===== config.mk =====
export PLATFORM = sky130hd
export DESIGN_NAME = nlm_cu_ctrl
export DESIGN_NICKNAME = d
export VERILOG_FILES = /design/src/rtl/nlm_cu_pkg.sv /design/src/rtl/nlm_cu_shadow_bank.sv /design/src/rtl/nlm_cu_ctrl.sv
export SDC_FILE = /design/constraint.sdc
export NUM_CORES = 1
export LEC_CHECK = 0
export ABC_AREA = 1
export CORE_ASPECT_RATIO = 1.25
export CORE_MARGIN = 8
export CORE_UTILIZATION = 54
export CTS_CLUSTER_DIAMETER = 40
export CTS_CLUSTER_SIZE = 8
export DETAILED_ROUTE_END_ITERATION = 10
export GPL_TIMING_DRIVEN = 0
export PLACE_DENSITY = 0.95
export SETUP_SLACK_MARGIN = 0.02
export SLEW_MARGIN = 20
export SYNTH_ARGS = -nofsm -noshare
export SYNTH_HDL_FRONTEND = slang
export SYNTH_HIERARCHICAL = 1
export SYNTH_SLANG_ARGS = --single-unit
export TNS_END_PERCENT = 30

===== constraint.sdc =====
create_clock -name clk -period 5 [get_ports clk]
set_input_delay 1 -clock clk [delete_from_list [all_inputs] [get_ports clk]]
set_output_delay 1 -clock clk [all_outputs]
set_load 0.02 [all_outputs]

===== src/rtl/nlm_cu_pkg.sv =====
// Shared types and constants for the NLM coefficient-unit controller.
package nlm_cu_pkg;

  typedef enum logic [1:0] {
    IDLE = 2'd0,
    TRIG = 2'd1,
    WAIT = 2'd2
  } cu_state_e;

  localparam int NLM_CU_OP_NUM = 6;
  localparam int NLM_CU_ALU_SZ = 16;

endpackage


===== src/rtl/nlm_cu_shadow_bank.sv =====
// Staging/active coefficient bank: results land in staging, move to active on frame start.
module nlm_cu_shadow_bank
  import nlm_cu_pkg::*;
#(
  parameter int ALU_SZ = NLM_CU_ALU_SZ
) (
  input  logic              clk,
  input  logic              rst,
  input  logic              cap,
  input  logic              apply,
  input  logic [ALU_SZ-1:0] cap_op [NLM_CU_OP_NUM],
  output logic [ALU_SZ-1:0] act_op [NLM_CU_OP_NUM],
  output logic              upd
);

  logic [ALU_SZ-1:0] stg_op [NLM_CU_OP_NUM];
  logic              stg_vld;
  logic              do_apply;

  assign do_apply = apply && stg_vld;

  // Apply reads the pre-capture staging contents; a same-cycle capture re-arms stg_vld.
  always_ff @(posedge clk) begin
    if (rst) begin
      for (int i = 0; i < NLM_CU_OP_NUM; i++) begin
        stg_op[i] <= '0;
        act_op[i] <= '0;
      end
      stg_vld <= 1'b0;
      upd     <= 1'b0;
    end else begin
      if (do_apply) begin
        for (int i = 0; i < NLM_CU_OP_NUM; i++) begin
          act_op[i] <= stg_op[i];
        end
        upd <= 1'b1;
      end else begin
        upd <= 1'b0;
      end

      if (cap) begin
        for (int i = 0; i < NLM_CU_OP_NUM; i++) begin
          stg_op[i] <= cap_op[i];
        end
        stg_vld <= 1'b1;
      end else if (do_apply) begin
        stg_vld <= 1'b0;
      end else begin
        stg_vld <= stg_vld;
      end
    end
  end

endmodule


===== src/rtl/nlm_cu_ctrl.sv =====
// Task sequencer with timeout supervision plus frame-synchronous result shadow bank.
// Optional: define NLM_CU_CTRL_AUTO_TRG_EN to also request a task on every frame start.
module nlm_cu_ctrl
  import nlm_cu_pkg::*;
#(
  parameter int ALU_SZ   = NLM_CU_ALU_SZ,
  parameter int TOUT_CYC = 1023,
  parameter int TOUT_WID = $clog2(TOUT_CYC + 1)
) (
  input  logic              clk,
  input  logic              rst,
  input  logic              i_frm_start,
  input  logic              i_parm_upd,
  output logic              o_cu_tsk_trg,
  input  logic              i_cu_tsk_end,
  input  logic [ALU_SZ-1:0] i_cu_op0,
  input  logic [ALU_SZ-1:0] i_cu_op1,
  input  logic [ALU_SZ-1:0] i_cu_op2,
  input  logic [ALU_SZ-1:0] i_cu_op3,
  input  logic [ALU_SZ-1:0] i_cu_op4,
  input  logic [ALU_SZ-1:0] i_cu_op5,
  output logic [ALU_SZ-1:0] o_nlm_op0,
  output logic [ALU_SZ-1:0] o_nlm_op1,
  output logic [ALU_SZ-1:0] o_nlm_op2,
  output logic [ALU_SZ-1:0] o_nlm_op3,
  output logic [ALU_SZ-1:0] o_nlm_op4,
  output logic [ALU_SZ-1:0] o_nlm_op5,
  output logic              o_nlm_op_upd,
  output logic              o_cu_busy,
  output logic              o_cu_tout
);

  localparam logic [TOUT_WID-1:0] TOUT_LAST = TOUT_WID'(TOUT_CYC - 1);
  localparam logic [TOUT_WID-1:0] CNT_ONE   = TOUT_WID'(1);

  cu_state_e         state;
  logic [TOUT_WID-1:0] cnt;
  logic              pend;
  logic              pend_set;
  logic              cap;
  logic [ALU_SZ-1:0] cap_op [NLM_CU_OP_NUM];
  logic [ALU_SZ-1:0] act_op [NLM_CU_OP_NUM];

`ifdef NLM_CU_CTRL_AUTO_TRG_EN
  assign pend_set = i_parm_upd || i_frm_start;
`else
  assign pend_set = i_parm_upd;
`endif

  assign cap = (state == WAIT) && i_cu_tsk_end;

  // Pending request and task FSM; cnt holds cycles elapsed since the trigger pulse.
  always_ff @(posedge clk) begin
    if (rst) begin
      state        <= IDLE;
      cnt          <= '0;
      pend         <= 1'b0;
      o_cu_tsk_trg <= 1'b0;
      o_cu_busy    <= 1'b0;
      o_cu_tout    <= 1'b0;
    end else begin
      if (pend_set) begin
        pend <= 1'b1;
      end else if ((state == IDLE) && pend) begin
        pend <= 1'b0;
      end else begin
        pend <= pend;
      end

      case (state)
        IDLE: begin
          if (pend) begin
            state        <= TRIG;
            o_cu_tsk_trg <= 1'b1;
            o_cu_busy    <= 1'b1;
            cnt          <= '0;
          end else begin
            o_cu_tsk_trg <= 1'b0;
          end
        end
        TRIG: begin
          o_cu_tsk_trg <= 1'b0;
          cnt          <= CNT_ONE;
          state        <= WAIT;
        end
        WAIT: begin
          cnt <= cnt + CNT_ONE;
          if (i_cu_tsk_end) begin
            state     <= IDLE;
            o_cu_busy <= 1'b0;
          end else if (cnt == TOUT_LAST) begin
            state     <= IDLE;
            o_cu_busy <= 1'b0;
            o_cu_tout <= 1'b1;
          end else begin
            state <= WAIT;
          end
        end
        default: begin
          state        <= IDLE;
          o_cu_tsk_trg <= 1'b0;
          o_cu_busy    <= 1'b0;
        end
      endcase
    end
  end

  assign cap_op[0] = i_cu_op0;
  assign cap_op[1] = i_cu_op1;
  assign cap_op[2] = i_cu_op2;
  assign cap_op[3] = i_cu_op3;
  assign cap_op[4] = i_cu_op4;
  assign cap_op[5] = i_cu_op5;

  nlm_cu_shadow_bank #(
    .ALU_SZ (ALU_SZ)
  ) u_bank (
    .clk    (clk),
    .rst    (rst),
    .cap    (cap),
    .apply  (i_frm_start),
    .cap_op (cap_op),
    .act_op (act_op),
    .upd    (o_nlm_op_upd)
  );

  assign o_nlm_op0 = act_op[0];
  assign o_nlm_op1 = act_op[1];
  assign o_nlm_op2 = act_op[2];
  assign o_nlm_op3 = act_op[3];
  assign o_nlm_op4 = act_op[4];
  assign o_nlm_op5 = act_op[5];

endmodule


== Yosys cells after proc, flatten, opt, wreduce, memory -nomap -nowiden ==
Memories as Yosys holds them, arrays and structs flattened. A register that Yosys moved wholly into a read port is not among the register bits.
Cells that the tools add are included.

* $add $sub $neg: 1
* Equality and inequality tests: 5
* Muxes and demuxes: 28
* Bitwise logic cells: 8
* Reductions and logical operators: 10

{| class="wikitable"
|+ Operators with widths
! cell !! count
|-
| $mux 16 || 6
|-
| $pmux 10 s3 || 1
|-
| $mux 1 || 14
|-
| $add 10x1->10 const B || 1
|-
| $eq 10x10->1 const B || 1
|-
| $mux 10 || 1
|-
| $mux 2 || 3
|-
| $or 1x1->1 || 6
|-
| $pmux 2 s3 || 1
|-
| $reduce_and 3->1 || 2
|-
| $reduce_bool 2->1 || 2
|-
| $logic_and 1x1->1 || 3
|-
| $ne 3x2->1 const B || 1
|-
| $pmux 1 s3 || 1
|-
| $reduce_bool 3->1 || 1
|-
| $eq 2x1->1 const B || 1
|-
| $eq 2x2->1 const B || 1
|-
| $logic_not 2->1 || 1
|-
| $ne 2x2->1 const B || 1
|-
| $not 1->1 || 2
|-
| $pmux 1 s2 || 1
|-
| $reduce_and 2->1 || 1
|}

* Register bits: 18
* Memory bits (writable): 96
* Input bits: 101
* Output and inout port bits: 100
* Memories: 1

{| class="wikitable"
|+ Memories
! memory !! words !! width !! read ports !! clocked after memory_dff !! write ports !! RTL line !! RTL
|-
| u_bank.stg_op || 6 || 16 || 6 || 6 || 6 || nlm_cu_shadow_bank.sv:16 || <nowiki>logic [ALU_SZ-1:0] stg_op [NLM_CU_OP_NUM];</nowiki>
|}

== Depth between registers and ports, before layout ==
Gate-level depths: netlist of run 1.

* Word-level depth: 6
* Depth in mapped cells: 10
* Mapped depth without buffers: 10

== Modules after synthesis ==
Netlist of run 1, hierarchy kept.

{| class="wikitable"
|+ By module, submodules not included
! module !! times used !! cells an instance !! area an instance (µm²) !! sequential area each (µm²)
|-
| nlm_cu_shadow_bank || 1 || 914 || 7648.6 || 4844.6
|-
| nlm_cu_ctrl || 1 || 122 || 890.9 || 320.3
|}

== Worst setup path before layout of run 1 ==
Ideal clock, no wire load.

* Path kind: input-to-reg
* Start point: input port i_cu_tsk_end
* End point: memory u_bank/stg_op[0][0] (netlist name), enable pin
* Arrival: 2.321 ns
* Data required time: 4.586 ns
* Slack: 2.265 ns
* Stages on the path: 3
* Path buffers: 0
* Cells stage by stage: nand2_1 -> inv_1 -> or2_2

{| class="wikitable"
|+ RTL lines
! element !! RTL line !! RTL
|-
| from (decl) || nlm_cu_ctrl.sv:15 || <nowiki>input logic i_cu_tsk_end,</nowiki>
|-
| to (decl) || nlm_cu_shadow_bank.sv:16 ||
|}

== Final worst setup path of run 1 ==
* Start point: register u_bank/act_op[90] (netlist name) (read register of u_bank.stg_op)
* End point: output port o_nlm_op0[10]

{| class="wikitable"
|+ RTL lines
! element !! RTL line !! RTL
|-
| from (decl) || nlm_cu_shadow_bank.sv:12 || <nowiki>output logic [ALU_SZ-1:0] act_op [NLM_CU_OP_NUM],</nowiki>
|-
| to (decl) || nlm_cu_ctrl.sv:22 || <nowiki>output logic [ALU_SZ-1:0] o_nlm_op0,</nowiki>
|}

No word-level cell between the ends.

==> results of run 1 <==
-- cell families (layout without fill, tap and decap cells) --
family,Yosys count,in the layout,share of synthesized area
simple gates,544,544,0.249
buf+inv,254,511,0.122
flops,210,210,0.605
compound gates,21,21,0.0136
fa+ha+maj,7,7,0.0103
other cells,0,1,0
-- stage by stage --
step                worst slack, ns  cell area [µm²]  hold slack [ns]
finish                         2.47            11700            0.462
CTS                            2.45            11700            0.468
detailed placement             1.98            10800            0.457
global placement               1.11            10800            0.449
global route                   2.42            11700            0.485
floorplan                      2.27             8540            0.447
-- layout make-up --
type	count	share of cell area
well taps	212	0.0226
inverters	213	0.0683
clock buffers	55	0.0747
flip-flops and latches	210	0.441
clock inverters	1	0.000427
plain buffers	41	0.0208
multi-input cells	572	0.199
repair buffers	201	0.173
diodes	1	0.000214
-- worst paths after layout --
kind	cells after the start	end	slack (ns)
worst max-delay path	1	o_nlm_op0[10]	2.47
worst max register to register	6	u_bank/stg_op[3][5]	2.80
worst min register to register	2	u_bank/act_op[79]	0.46
worst min-delay path	2	u_bank/act_op[79]	0.46
-- report_power, final --
part	switching, mW	internal (mW)	leakage (nW)
sequential	0.0876	2.04	1.92
clock	0.688	1.16	0.420
combinational	0.539	0.357	3.32
total	1.31	3.55	5.66
-- cells in the final DEF (no fill, tap or decap), types with 2 or more instances in the layout --
cell type / synthesis / final
clkdlybuf4s50_1: 0 / 200
nor3_1: 7 / 7
a21oi_1: 8 / 8
buf_4: 8 / 8
clkbuf_16: 0 / 31
inv_2: 3 / 3
buf_6: 4 / 4
nand3_1: 6 / 6
o21bai_1: 2 / 2
inv_1: 209 / 209
edfxtp_1: 96 / 96
buf_2: 24 / 24
nor2_1: 306 / 306
clkinv_2: 1 / 2
o21ai_0: 7 / 7
ha_1: 7 / 7
clkbuf_1: 5 / 28
nand2_2: 5 / 5
dfxtp_1: 114 / 114
nand2_1: 212 / 212
nand2_4: 3 / 3
-- registers in the layout (all words and copies together), names as in the netlist --
| name | cells |
|---|---|
| o_cu_tout | 1 |
| u_bank/upd | 1 |
| o_cu_tsk_trg | 1 |
| cnt | 10 |
| o_cu_busy | 1 |
| u_bank/stg_vld | 1 |
| u_bank/act_op | 96 |
| state | 2 |
| pend | 1 |
| u_bank/stg_op | 96 |
-- per-layer routing --
layer	routed length [µm]	global-route usage
met1	7930	0.220
met2	11800	0.404
met3	1730	0.0541
met4	1130	0.124
met5	12	0
==> summary.txt, run 1 <==
Global route
  • GR Util All Layers: 0.220
  • First-pass GRT wire length: around 35000 µm
  • Largest net degree at the start of global routing: 52
  • Gr ovfl total: 0
  • Vias in the first global route: 7280
  • Initial antenna violation count: 1

Critical path
  • Reg-to-Reg Start: state[0]
  • Crit path max fanout: 2
  • Crit path required time: about 4.0 ns
  • Crit path DAT: ~1.5 ns
  • CP startpoint kind: flip-flop
  • Critical path's top delay family: buffers and inverters
  • Critical path origin: u_bank/act_op[90]
  • CP max stage delay: 0.63 ns
  • Slowest CP cell: clkdlybuf4s50_1
  • Critical path class: reg2out
  • Worst Path Buf+Inv: 1
  • Critical path, cell by cell: clkdlybuf4s50_1
  • CP Capture Type: primary output

Floorplanning
  • Die area: 20100 µm²
  • Die height: 157 µm
  • Ports: 201
  • Site row count: 51
  • Core Box Area: approximately 16000 µm²
  • Initial Utilization: 0.551
  • Die width: ~130 µm

Cells and area
  • Final #Nets: 1377
  • Final core utilization: 0.756
  • FF/Latch Area: ~5200 µm²
  • Fillers: 1027
  • Multi-input gate area: 2330 µm²
  • Post-Layout Cell Count: approximately 1.5k
  • Area Overhead vs Synth: 37.2%
  • Layout cell share with drive strength beyond 1: 0.0665

Pwr
  • Leak: 5.66 nW
  • Pwr/cell area: 415 nW/µm²
  • Largest vdd supply drop: 327 µV
  • Final Power: 4.87 mW

Routing
  • Residual DRC: 0
  • DRT Wirelength: 22600 µm
  • Initial DRC Count: ~450
  • DRT Pass-1 Iters: 5
  • Via/cell ratio: 4.70
  • Wire per inst: 15.0 µm
  • Antenna-violating nets left: 0
  • DR vias: 7081

Synthesis
  • Top-area cell type share of the netlist area: 0.338
  • FF+latch count, synth: 210
  • Synth top cells by count: 306 x nor2_1, 212 x nand2_1, 209 x inv_1
  • Yosys cell types: 28
  • Syn Inst Count: between 1k and 1.5k
  • Syn avg cell area: ~8.2 µm²
  • Top cells by area, synth: edfxtp_1 34%, dfxtp_1 27%, nor2_1 13%
  • Main synth FF type: dfxtp_1
  • Most frequent cell after synthesis: nor2_1
  • Post-Syn Area: about 8500 µm²
  • Area leader, netlist: edfxtp_1
  • EDFF count, synth: 96
  • Post-synth net total: 1144
  • Sequential area share after synthesis: 0.605
  • Async set-reset flop share out of synthesis: 0
  • Synth warnings: 6

Clock network
  • Post-CTS sizing: 0
  • Setup bufs post-CTS: 0
  • Clock buffer depth: 3
  • Clock Sinks: 210
  • TritonCTS clock tree: built
  • Worst-path clk slew: 0.05 ns
  • H-tree depth reported by CTS: 1
  • CTS buffer count: 30
  • Worst-skew pair later-pin latency: 0.52 ns
  • Number of hold buffers added after cts: 0
  • Clk root buf: clkbuf_16

Place
  • Cells after DPL: 1449
  • Gpl congestion: 0.804
  • PortBufs: 200
  • Final HPWL from detailed placement: 15900 µm

Job
  • MaxCap Viol Count: 0

Timing
  • Worst slew pin tran: 0.713 ns
  • Slew headroom: 0.524
  • Fmax: between 300 and 400 MHz
  • Final hold violations: 0
  • RSZ-0062 raised after global routing: no
  • Setup TNS: 0 ns
  • Clock Skew: 0.0114 ns
  • Slew Limit Fails: 0
  • Period utilization: 0.505
  • Final number of setup-violating endpoints: 0
  • Final worst path period need: around 2.5 ns

Status
  • Status: completed

Worst hold path
  • Hold WC Path Type: reg2reg
  • Hold wc startpoint: u_bank/stg_op[1][15]
Note: power is estimated with default switching activity, not from simulation.
==> run 2, diff against run 1 <==
CORE_UTILIZATION = 45   (was 54)
PLACE_DENSITY = 0.86   (was 0.95)
clock period = 2.1 ns   (was 5 ns; I/O delays follow)
==> run 2 against run 1 <==
Routed wire length up 0.20%. Setup slack got worse by 2.3 ns. Combinational power grew 140%. Utilization fell by 12 points. Critical endpoint is now o_nlm_op4[11]. Largest power group unchanged.
==> summary.txt, run 2 (same netlist as run 1, synthesis figures left out) <==
Status
  • Status: completed

Timing
  • Final number of setup-violating endpoints: 0 (unchanged)
  • RSZ-0062 raised after global routing: no
  • Slew headroom: 0.632 (+0.108)
  • Setup TNS: 0 ns (unchanged)
  • Period utilization: 0.932
  • Worst slew pin tran: 0.552 ns (-0.162 ns)
  • Final worst path period need: 1.96 ns
  • Slew Limit Fails: 0 (unchanged)
  • Final hold violations: 0 (unchanged)
  • Fmax: about 510 MHz
  • Clock Skew: 0.0112 ns (-0.000204 ns)

Global route
  • Initial antenna violation count: 2 (+1)
  • Vias in the first global route: 7238 (-0.58%)
  • Largest net degree at the start of global routing: 50 (-3.8%)
  • GR Util All Layers: 0.188 (-0.0322)
  • Met2 Use GR: 0.344 (-0.0602)
  • Gr ovfl total: 0 (unchanged)
  • Global Route met3 Usage: 0.0471 (-0.00704)
  • GR Util met1: 0.192 (-0.0280)
  • First-pass GRT wire length: 35600 µm (+1.6%)
  • GR peak layer: met2

Clock network
  • Number of hold buffers added after cts: 0 (unchanged)
  • CTS buffer count: 31 (+3.3%)
  • Worst-skew pair later-pin latency: 0.52 ns (about the same)
  • H-tree depth reported by CTS: 1 (unchanged)
  • Clk root buf: clkbuf_16
  • TritonCTS clock tree: built
  • Clock buffer depth: 3 (unchanged)
  • Clock Sinks: 210 (unchanged)
  • Worst-path clk slew: 0.05 ns (about the same)

Floorplanning
  • Core Box Area: 18700 µm² (+21%)
  • Initial Utilization: 0.456 (-0.0943)
  • Die area: 23700 µm² (+18%)
  • Ports: 201 (unchanged)
  • Die width: 139 µm (+8.4%)
  • Site row count: 56 (+9.8%)
  • Die height: 170 µm (+8.6%)

Routing
  • Via/cell ratio: 4.53 (-3.7%)
  • Initial DRC Count: 291 (-36%)
  • DRT Wirelength: 22700 µm (+0.20%)
  • DR vias: 6926 (-2.2%)
  • Residual DRC: 0 (unchanged)
  • Wire per inst: 14.8 µm (-1.4%)
  • DRT Pass-1 Iters: 6 (+1)
  • Antenna-violating nets left: 0 (unchanged)

Cells and area
  • Commonest non-fill, non-tap cell in the layout: nor2_1
  • Final Instance Area: 11800 µm² (+0.77%)
  • Largest regs: u_bank/act_op (96), u_bank/stg_op (96), cnt (10)
  • Area Overhead vs Synth: 38.3%
  • Most frequent cells in the layout: 306 x nor2_1, 212 x nand2_1, 209 x inv_1
  • Final core utilization: 0.631 (-0.125)
  • Layout cell share with drive strength beyond 1: 0.0702 (+0.00370)
  • Final #Nets: 1381 (+0.29%)

Critical path
  • Critical path's top delay family: buffers and inverters
  • Reg2Reg Capture Point: u_bank/stg_op[4][4]
  • Crit path max fanout: 2 (unchanged)
  • R2R depth: 6 (unchanged)
  • Crit path DAT: 1.54 ns (about the same)
  • CP startpoint kind: flip-flop
  • R2r setup slk: 0.20 ns (-2.60 ns)
  • CP Capture Type: primary output
  • Slowest CP cell: clkdlybuf4s50_1
  • Critical path class: reg2out
  • Reg-to-Reg Start: state[0]
  • CP max stage delay: 0.67 ns (+0.04 ns)
  • Critical path, cell by cell: clkdlybuf4s50_1
  • Crit path required time: 1.68 ns (-2.32 ns)
  • Worst Path Buf+Inv: 1 (unchanged)

Worst hold path
  • Hold WC Path Type: reg2reg
  • Hold Path Stages: 2 (unchanged)
  • Hold wc startpoint: u_bank/stg_op[5][10]
  • WHS Endpoint: u_bank/act_op[10]

Place
  • Post-DP Area: 10900 µm² (+0.23%)
  • Final HPWL from detailed placement: 15500 µm (-2.7%)
  • PortBufs: 200 (unchanged)
  • Gpl congestion: 0.839 (+4.4%)

Pwr
  • Largest vdd supply drop: 742 µV (+130%)
  • Pwr/cell area: 994 nW/µm² (+140%)
  • Leak: 5.70 nW (+0.69%)

Job
  • MaxCap Viol Count: 0 (unchanged)
-- run 2: cell types whose count changed in the layout (fill, tap and decap cells not counted) --
| cell | previous run | this run |
|---|---|---|
| nand2_4 | 3 | 4 |
| or2_2 | 0 | 1 |
| buf_6 | 4 | 5 |
| nand2_2 | 5 | 4 |
| clkbuf_8 | 1 | 2 |
| clkbuf_16 | 31 | 32 |
| or2_4 | 1 | 2 |
| clkbuf_1 | 28 | 26 |
| diode_2 | 1 | 2 |
-- run 2: layout make-up --
type / count / area, µm²
Sequential cell: 210 / 5160
Multi-Input combinational cell: 574 / 2350
Fill cell: 1513 / 6900
Inverter: 213 / 801
Tap cell: 232 / 290
Antenna cell: 2 / 5.00
Clock inverter: 1 / 5.00
Clock buffer: 55 / 907
Buffer: 41 / 248
Timing Repair Buffer: 202 / 2040
-- run 2: layer usage --
layer  vias up  routed length [µm]
li1       3504                   -
met1      3154                8620
met2       199               11500
met3        69                1400
met4         0                1130
met5         -                   0
-- run 2: how the worst max path moves through the flow --
| stage | endpoint | start | depth (start not counted) | slack, ns |
|---|---|---|---|---|
| after floorplan | u_bank/stg_op[0][0] | state[0] | 5 | 0.16 |
| final | o_nlm_op4[11] | u_bank/act_op[27] | 1 | 0.14 |
| after CTS | u_bank/stg_op[4][4] | state[0] | 6 | 0.06 |
| after global placement | u_bank/stg_op[4][1] | rst | 2 | -0.54 |
| after global routing | u_bank/stg_op[1][11] | state[0] | 8 | 0.06 |
| after detailed placement | u_bank/stg_op[4][11] | rst | 3 | -0.33 |
-- run 2: power breakdown --
part | switching, mW | total, mW | internal, mW
clock | 1.67 | 4.54 | 2.87
sequential | 0.206 | 5.05 | 4.85
combinational | 1.29 | 2.15 | 0.861
-- run 2: repair_timing --
action,4_1_cts,5_1_grt
setup buffers,0,1
endpoints found under the hold margin,0,0
gates resized for setup,0,3
pin swaps,0,2
setup endpoints to repair,49,102
gates cloned,2,0
-- run 2: through the flow --
stage          hold WS [ns]  setup slack, ns  power (mW)  std cells
2_1_floorplan         0.447            0.162        6.32       1036
3_3_place_gp          0.448           -0.544        7.14       1468
3_5_place_dp          0.457           -0.328        7.24       1469
4_1_cts               0.468           0.0558        11.8       1527
5_1_grt               0.484           0.0602        12.3       1530
6_report              0.463            0.143        11.7       1530
==> patch 1: new RTL, settings of run 2 <==
Re-encode `cu_state_e` (3 states) as one-hot, 3 bits wide.
--- a/src/rtl/nlm_cu_pkg.sv
+++ b/src/rtl/nlm_cu_pkg.sv
@@ -1,10 +1,10 @@
 // Shared types and constants for the NLM coefficient-unit controller.
 package nlm_cu_pkg;
 
-  typedef enum logic [1:0] {
-    IDLE = 2'd0,
-    TRIG = 2'd1,
-    WAIT = 2'd2
+  typedef enum logic [2:0] {
+    IDLE = 3'b001,
+    TRIG = 3'b010,
+    WAIT = 3'b100
   } cu_state_e;
 
   localparam int NLM_CU_OP_NUM = 6;
Formal check against the unedited RTL: no difference found for any inputs over 10 cycles, from zero or initial values and one cycle with rst high; not proved beyond that.
==> patch 1 against run 2 <==
  * Synthesized area down 0.22%
  * Global-route usage rose by 0.22 points
  * Highest routed layer is now met5
  * Non-clock buffer count grew 1
  * Sequential cell count grew 1
  * Critical path depth rose by 3
  * Wire length is 0.52% lower
  * Clock skew hardly changed
  * Critical endpoint is now u_bank/stg_op[0][5]
  * Setup slack lost 18 ps
  * Cell area rose by 0.36%
Power is not compared: it rests on default switching activity, and its combinational part moved more than twofold at a synthesized area within 25%.
==> patch 1: results (changes against run 2) <==
.. list-table::
   :header-rows: 1

   * - Metric
     - Value
   * - FILL cells
     - 1493 (was 1513)
   * - Clock insertion delay at the later pin of the skew report
     - 480 ps (was 520 ps)
   * - Met2 Routed Length
     - 11.4 mm (was 11.5 mm)
   * - Aggregate routed wire length
     - 22.5 mm (was 22.7 mm)
   * - Detailed-route wire length on metal 1
     - 8.69 mm (was 8.62 mm)
   * - Via count of the first global-routing pass
     - 7192 (was 7238)
   * - Power consumed by combinational cells
     - 403 uW
   * - Worst Path Arrival
     - 2080 ps (was 1540 ps)
   * - Avg Inst Size Synth
     - 8.17 um2 (was 8.24 um2)
   * - Final layout net count
     - 1385 (was 1381)
   * - Met3 demand-to-capacity share in global routing
     - 0.0555 (was 0.0471)
   * - Clock buffer count from CTS
     - 34 (was 31)
   * - Largest cells by area after synthesis
     - sky130_fd_sc_hd__edfxtp_1 34%, sky130_fd_sc_hd__dfxtp_1 27%, sky130_fd_sc_hd__nor2_1 13%, sky130_fd_sc_hd__nand2_1 9.8%, sky130_fd_sc_hd__inv_1 9.1% (was sky130_fd_sc_hd__edfxtp_1 34%, sky130_fd_sc_hd__dfxtp_1 27%, sky130_fd_sc_hd__nor2_1 13%, sky130_fd_sc_hd__nand2_1 9.3%, sky130_fd_sc_hd__inv_1 9.2%)
   * - Endpoint of the most critical register-to-register path
     - u_bank/stg_op[0][5] (was u_bank/stg_op[4][4])
   * - Drt first pass iters
     - 5 (was 6)
   * - Worst reg2reg setup slack
     - 130 ps (was 200 ps)
   * - Initial antenna violation count
     - 1 (was 2)
   * - Area post-placement
     - 10800 um2 (was 10900 um2)
   * - Worst rel slew slack
     - 0.533 (was 0.632)
   * - Crit-path slowest cell
     - sky130_fd_sc_hd__or2_2 (was sky130_fd_sc_hd__clkdlybuf4s50_1)
   * - Max Used Layer
     - met5 (was met4)
   * - Skew final
     - 11.6 ps (was 11.2 ps)
   * - Synthesized netlist net count
     - 1146 (was 1144)
   * - Unique cell type count in the Yosys netlist
     - 26 (was 28)
   * - Hold Path End
     - u_bank/act_op[83] (was u_bank/act_op[10])
   * - Global-route total usage across every layer
     - 0.190 (was 0.188)
   * - Ant. Diodes
     - 0 (was 2)
   * - Highest net fanout along the worst path
     - 24 (was 2)
   * - Number of cells in the finished layout apart from fillers
     - 1539 (was 1530)
   * - Met3 Wirelength
     - 1.59 mm (was 1.40 mm)
   * - Fraction of final layout cells sized beyond drive strength 1
     - 0.0696 (was 0.0702)
   * - First-pass GRT wire length
     - 36.0 mm (was 35.6 mm)
   * - Met1 global-route usage
     - 0.203 (was 0.192)
   * - Total half-perimeter wirelength after legalization and detailed placement
     - 15.5 mm (about the same)
   * - Cell depth of the worst hold path
     - 2 (unchanged)
   * - Beginning of the worst hold path
     - u_bank/stg_op[0][3] (was u_bank/stg_op[5][10])
   * - Sequential cell area
     - 5180 um2 (was 5160 um2)
   * - Placement-stage worst setup slack
     - -424 ps (was -328 ps)
   * - Reg-to-reg critical path startpoint
     - state[0] (unchanged)
   * - Final weighted congestion of routability-driven global placement
     - 0.814 (was 0.839)
   * - Run status
     - completed (unchanged)
==> patch 1: cell types whose count changed after synthesis, sizes merged, moves of 3 or more <==
| cell | change |
|---|---|
| ha | -5 |
| nand4 | +4 |
| nor2 | -3 |
| a21oi | +6 |
| nand2 | +5 |
| o21ai | -6 |
| nor3 | -7 |
| nand3 | +10 |
==> patch 1: area by class of cell <==
class / instances / share of cell area
clock inverter: 5 / 0.00274
buffer: 43 / 0.0212
timing repair buffer: 201 / 0.171
sequential: 211 / 0.437
clock buffer: 56 / 0.0814
inverter: 212 / 0.0671
tap: 232 / 0.0245
multi-input combinational: 579 / 0.194
==> patch 1: cells by family after synthesis <==
kind of cell / after synthesis / synth area share
fa+ha+maj: 2 / 0.00294
buf+inv: 255 / 0.123
flops: 211 / 0.609
xor+xnor: 1 / 0.00103
compound gates: 18 / 0.0112
simple gates: 556 / 0.253
==> patch 1: how the worst max path moves through the flow <==
| stage | to | slack, ps | cells past startpoint |
|---|---|---|---|
| 2_1_floorplan | u_bank/stg_op[0][0] | 270 | 4 |
| 3_3_place_gp | u_bank/stg_op[3][0] | -590 | 4 |
| 3_5_place_dp | u_bank/stg_op[3][15] | -420 | 5 |
| 4_1_cts | u_bank/stg_op[5][7] | 30 | 5 |
| 5_1_grt | u_bank/stg_op[0][5] | 4 | 4 |
| 6_report | u_bank/stg_op[0][5] | 130 | 4 |
==> patch 1: stage by stage <==
stage | hold slack [ps] | power [mW] | TNS [ps]
3_5_place_dp | 455 | 4.86 | -26610
4_1_cts | 465 | 9.77 | 0
3_3_place_gp | 445 | 4.85 | -55930
6_report | 458 | 9.66 | 0
2_1_floorplan | 447 | 4.60 | 0
5_1_grt | 484 | 10.0 | 0
==> patch 1: timing repair <==
action,CTS,global route
gates cloned,1,1
setup buffers,0,0
setup endpoints to repair,49,49
pin swaps,1,1
==> patch 2: new RTL, config.mk and constraints of run 2 <==
Made on the original files. The package constant `NLM_CU_ALU_SZ` goes from 16 to 17.
--- a/src/rtl/nlm_cu_pkg.sv
+++ b/src/rtl/nlm_cu_pkg.sv
@@ -8,7 +8,7 @@
   } cu_state_e;
 
   localparam int NLM_CU_OP_NUM = 6;
-  localparam int NLM_CU_ALU_SZ = 16;
+  localparam int NLM_CU_ALU_SZ = 17;
 
 endpackage
 
Ports: changed (12 resized); port bits go from 201 to 213. The function was not compared with the original's and may differ.
==> patch 2 against run 2 <==
  * Sequential power up 5.7%
  * Cell area is 7.6% higher
  * Wire length grew 6.4%
  * Sequential cell count is 12 higher
  * Global-route usage rose by 0.64 points
  * Total power rose by 12%
  * Synthesized area up 5.8%
  * Setup slack worse by 30 ps
  * First-iteration DRC count is 29% higher
  * Synthesized cell count rose by 5.5%
  * Clock skew increased by 4.6 ps
  * Non-clock buffer count is 15 higher
  * Largest cell class unchanged
==> patch 2: results (changes against run 2) <==
.. list-table::
   :header-rows: 1

   * - Metric
     - Value
   * - Run status
     - completed (unchanged)
   * - Endpoint of the most critical register-to-register path
     - u_bank/stg_op[3][15] (was u_bank/stg_op[4][4])
   * - Data required time of the critical path
     - 2330 ps (was 1680 ps)
   * - Post-CTS sizing
     - 1 (was 0)
   * - Non-clock inverter count in the final layout
     - 225 (was 213)
   * - Synthesized netlist net count
     - 1207 (was 1144)
   * - Met3 Wirelength
     - 1.55 mm (was 1.40 mm)
   * - Fraction of final layout cells sized beyond drive strength 1
     - 0.0750 (was 0.0702)
   * - Sequential fraction of the synthesis area
     - 0.605 (about the same)
   * - Clock buffer count from CTS
     - 36 (was 31)
   * - Final sequential cell count
     - 222 (was 210)
   * - Number of flops mapped to enable cells by yosys
     - 102 (was 96)
   * - Worst voltage drop across the vdd grid
     - 0.816 mV (was 0.742 mV)
   * - Clk tree area frac
     - 0.0901 (was 0.0772)
   * - Fraction of standard cell area in multi-input logic
     - 0.193 (was 0.199)
   * - H-tree level count
     - 2 (was 1)
   * - Crit. End Element
     - flip-flop (was output port)
   * - Avg Inst Size Synth
     - 8.26 um2 (was 8.24 um2)
   * - Sequential fraction of total cell area
     - 0.430 (was 0.437)
   * - Detail-routed net length per standard cell
     - 14.7 um (was 14.8 um)
   * - Initial antenna violation count
     - 1 (was 2)
   * - Buffer share of cell area
     - 0.194 (was 0.193)
   * - Count of multi-input combinational gates
     - 603 (was 574)
   * - Largest cells by area after synthesis
     - sky130_fd_sc_hd__edfxtp_1 34%, sky130_fd_sc_hd__dfxtp_1 27%, sky130_fd_sc_hd__nor2_1 13%, sky130_fd_sc_hd__nand2_1 9.4%, sky130_fd_sc_hd__inv_1 9.2% (was sky130_fd_sc_hd__edfxtp_1 34%, sky130_fd_sc_hd__dfxtp_1 27%, sky130_fd_sc_hd__nor2_1 13%, sky130_fd_sc_hd__nand2_1 9.3%, sky130_fd_sc_hd__inv_1 9.2%)
   * - Via-per-instance ratio
     - 4.47 (was 4.53)
   * - First-pass GRT wire length
     - 38.2 mm (was 35.6 mm)
   * - Final weighted congestion of routability-driven global placement
     - 0.820 (was 0.839)
   * - Clock insertion delay at the later pin of the skew report
     - 490 ps (was 520 ps)
   * - Number of non-clock buffers in the layout
     - 258 (was 243)
   * - Highest net fanout along the worst path
     - 10 (was 2)
-- patch 2: power groups by stage --
| stage | Clock (mW) | Sequential (mW) | Combinational, mW |
|---|---|---|---|
| CTS | 5.67 | 5.34 | 2.29 |
| global placement | 0 | 5.40 | 2.13 |
| finish | 5.56 | 5.34 | 2.27 |
| floorplan | 0 | 5.61 | 1.06 |
| detailed placement | 0 | 5.42 | 2.22 |
| global route | 5.87 | 5.39 | 2.51 |
-- patch 2: worst min path at each step --
stage / from / slack [ps] / depth (start not counted) / end
final: u_bank/stg_op[3][4] / 470 / 2 / u_bank/act_op[38]
after global placement: u_bank/stg_op[5][1] / 450 / 2 / u_bank/act_op[1]
after CTS: u_bank/stg_op[3][4] / 470 / 2 / u_bank/act_op[38]
after floorplan: cnt[7] / 450 / 2 / cnt[7]
after global routing: u_bank/stg_op[5][5] / 480 / 2 / u_bank/act_op[5]
after detailed placement: u_bank/stg_op[3][1] / 460 / 2 / u_bank/act_op[35]
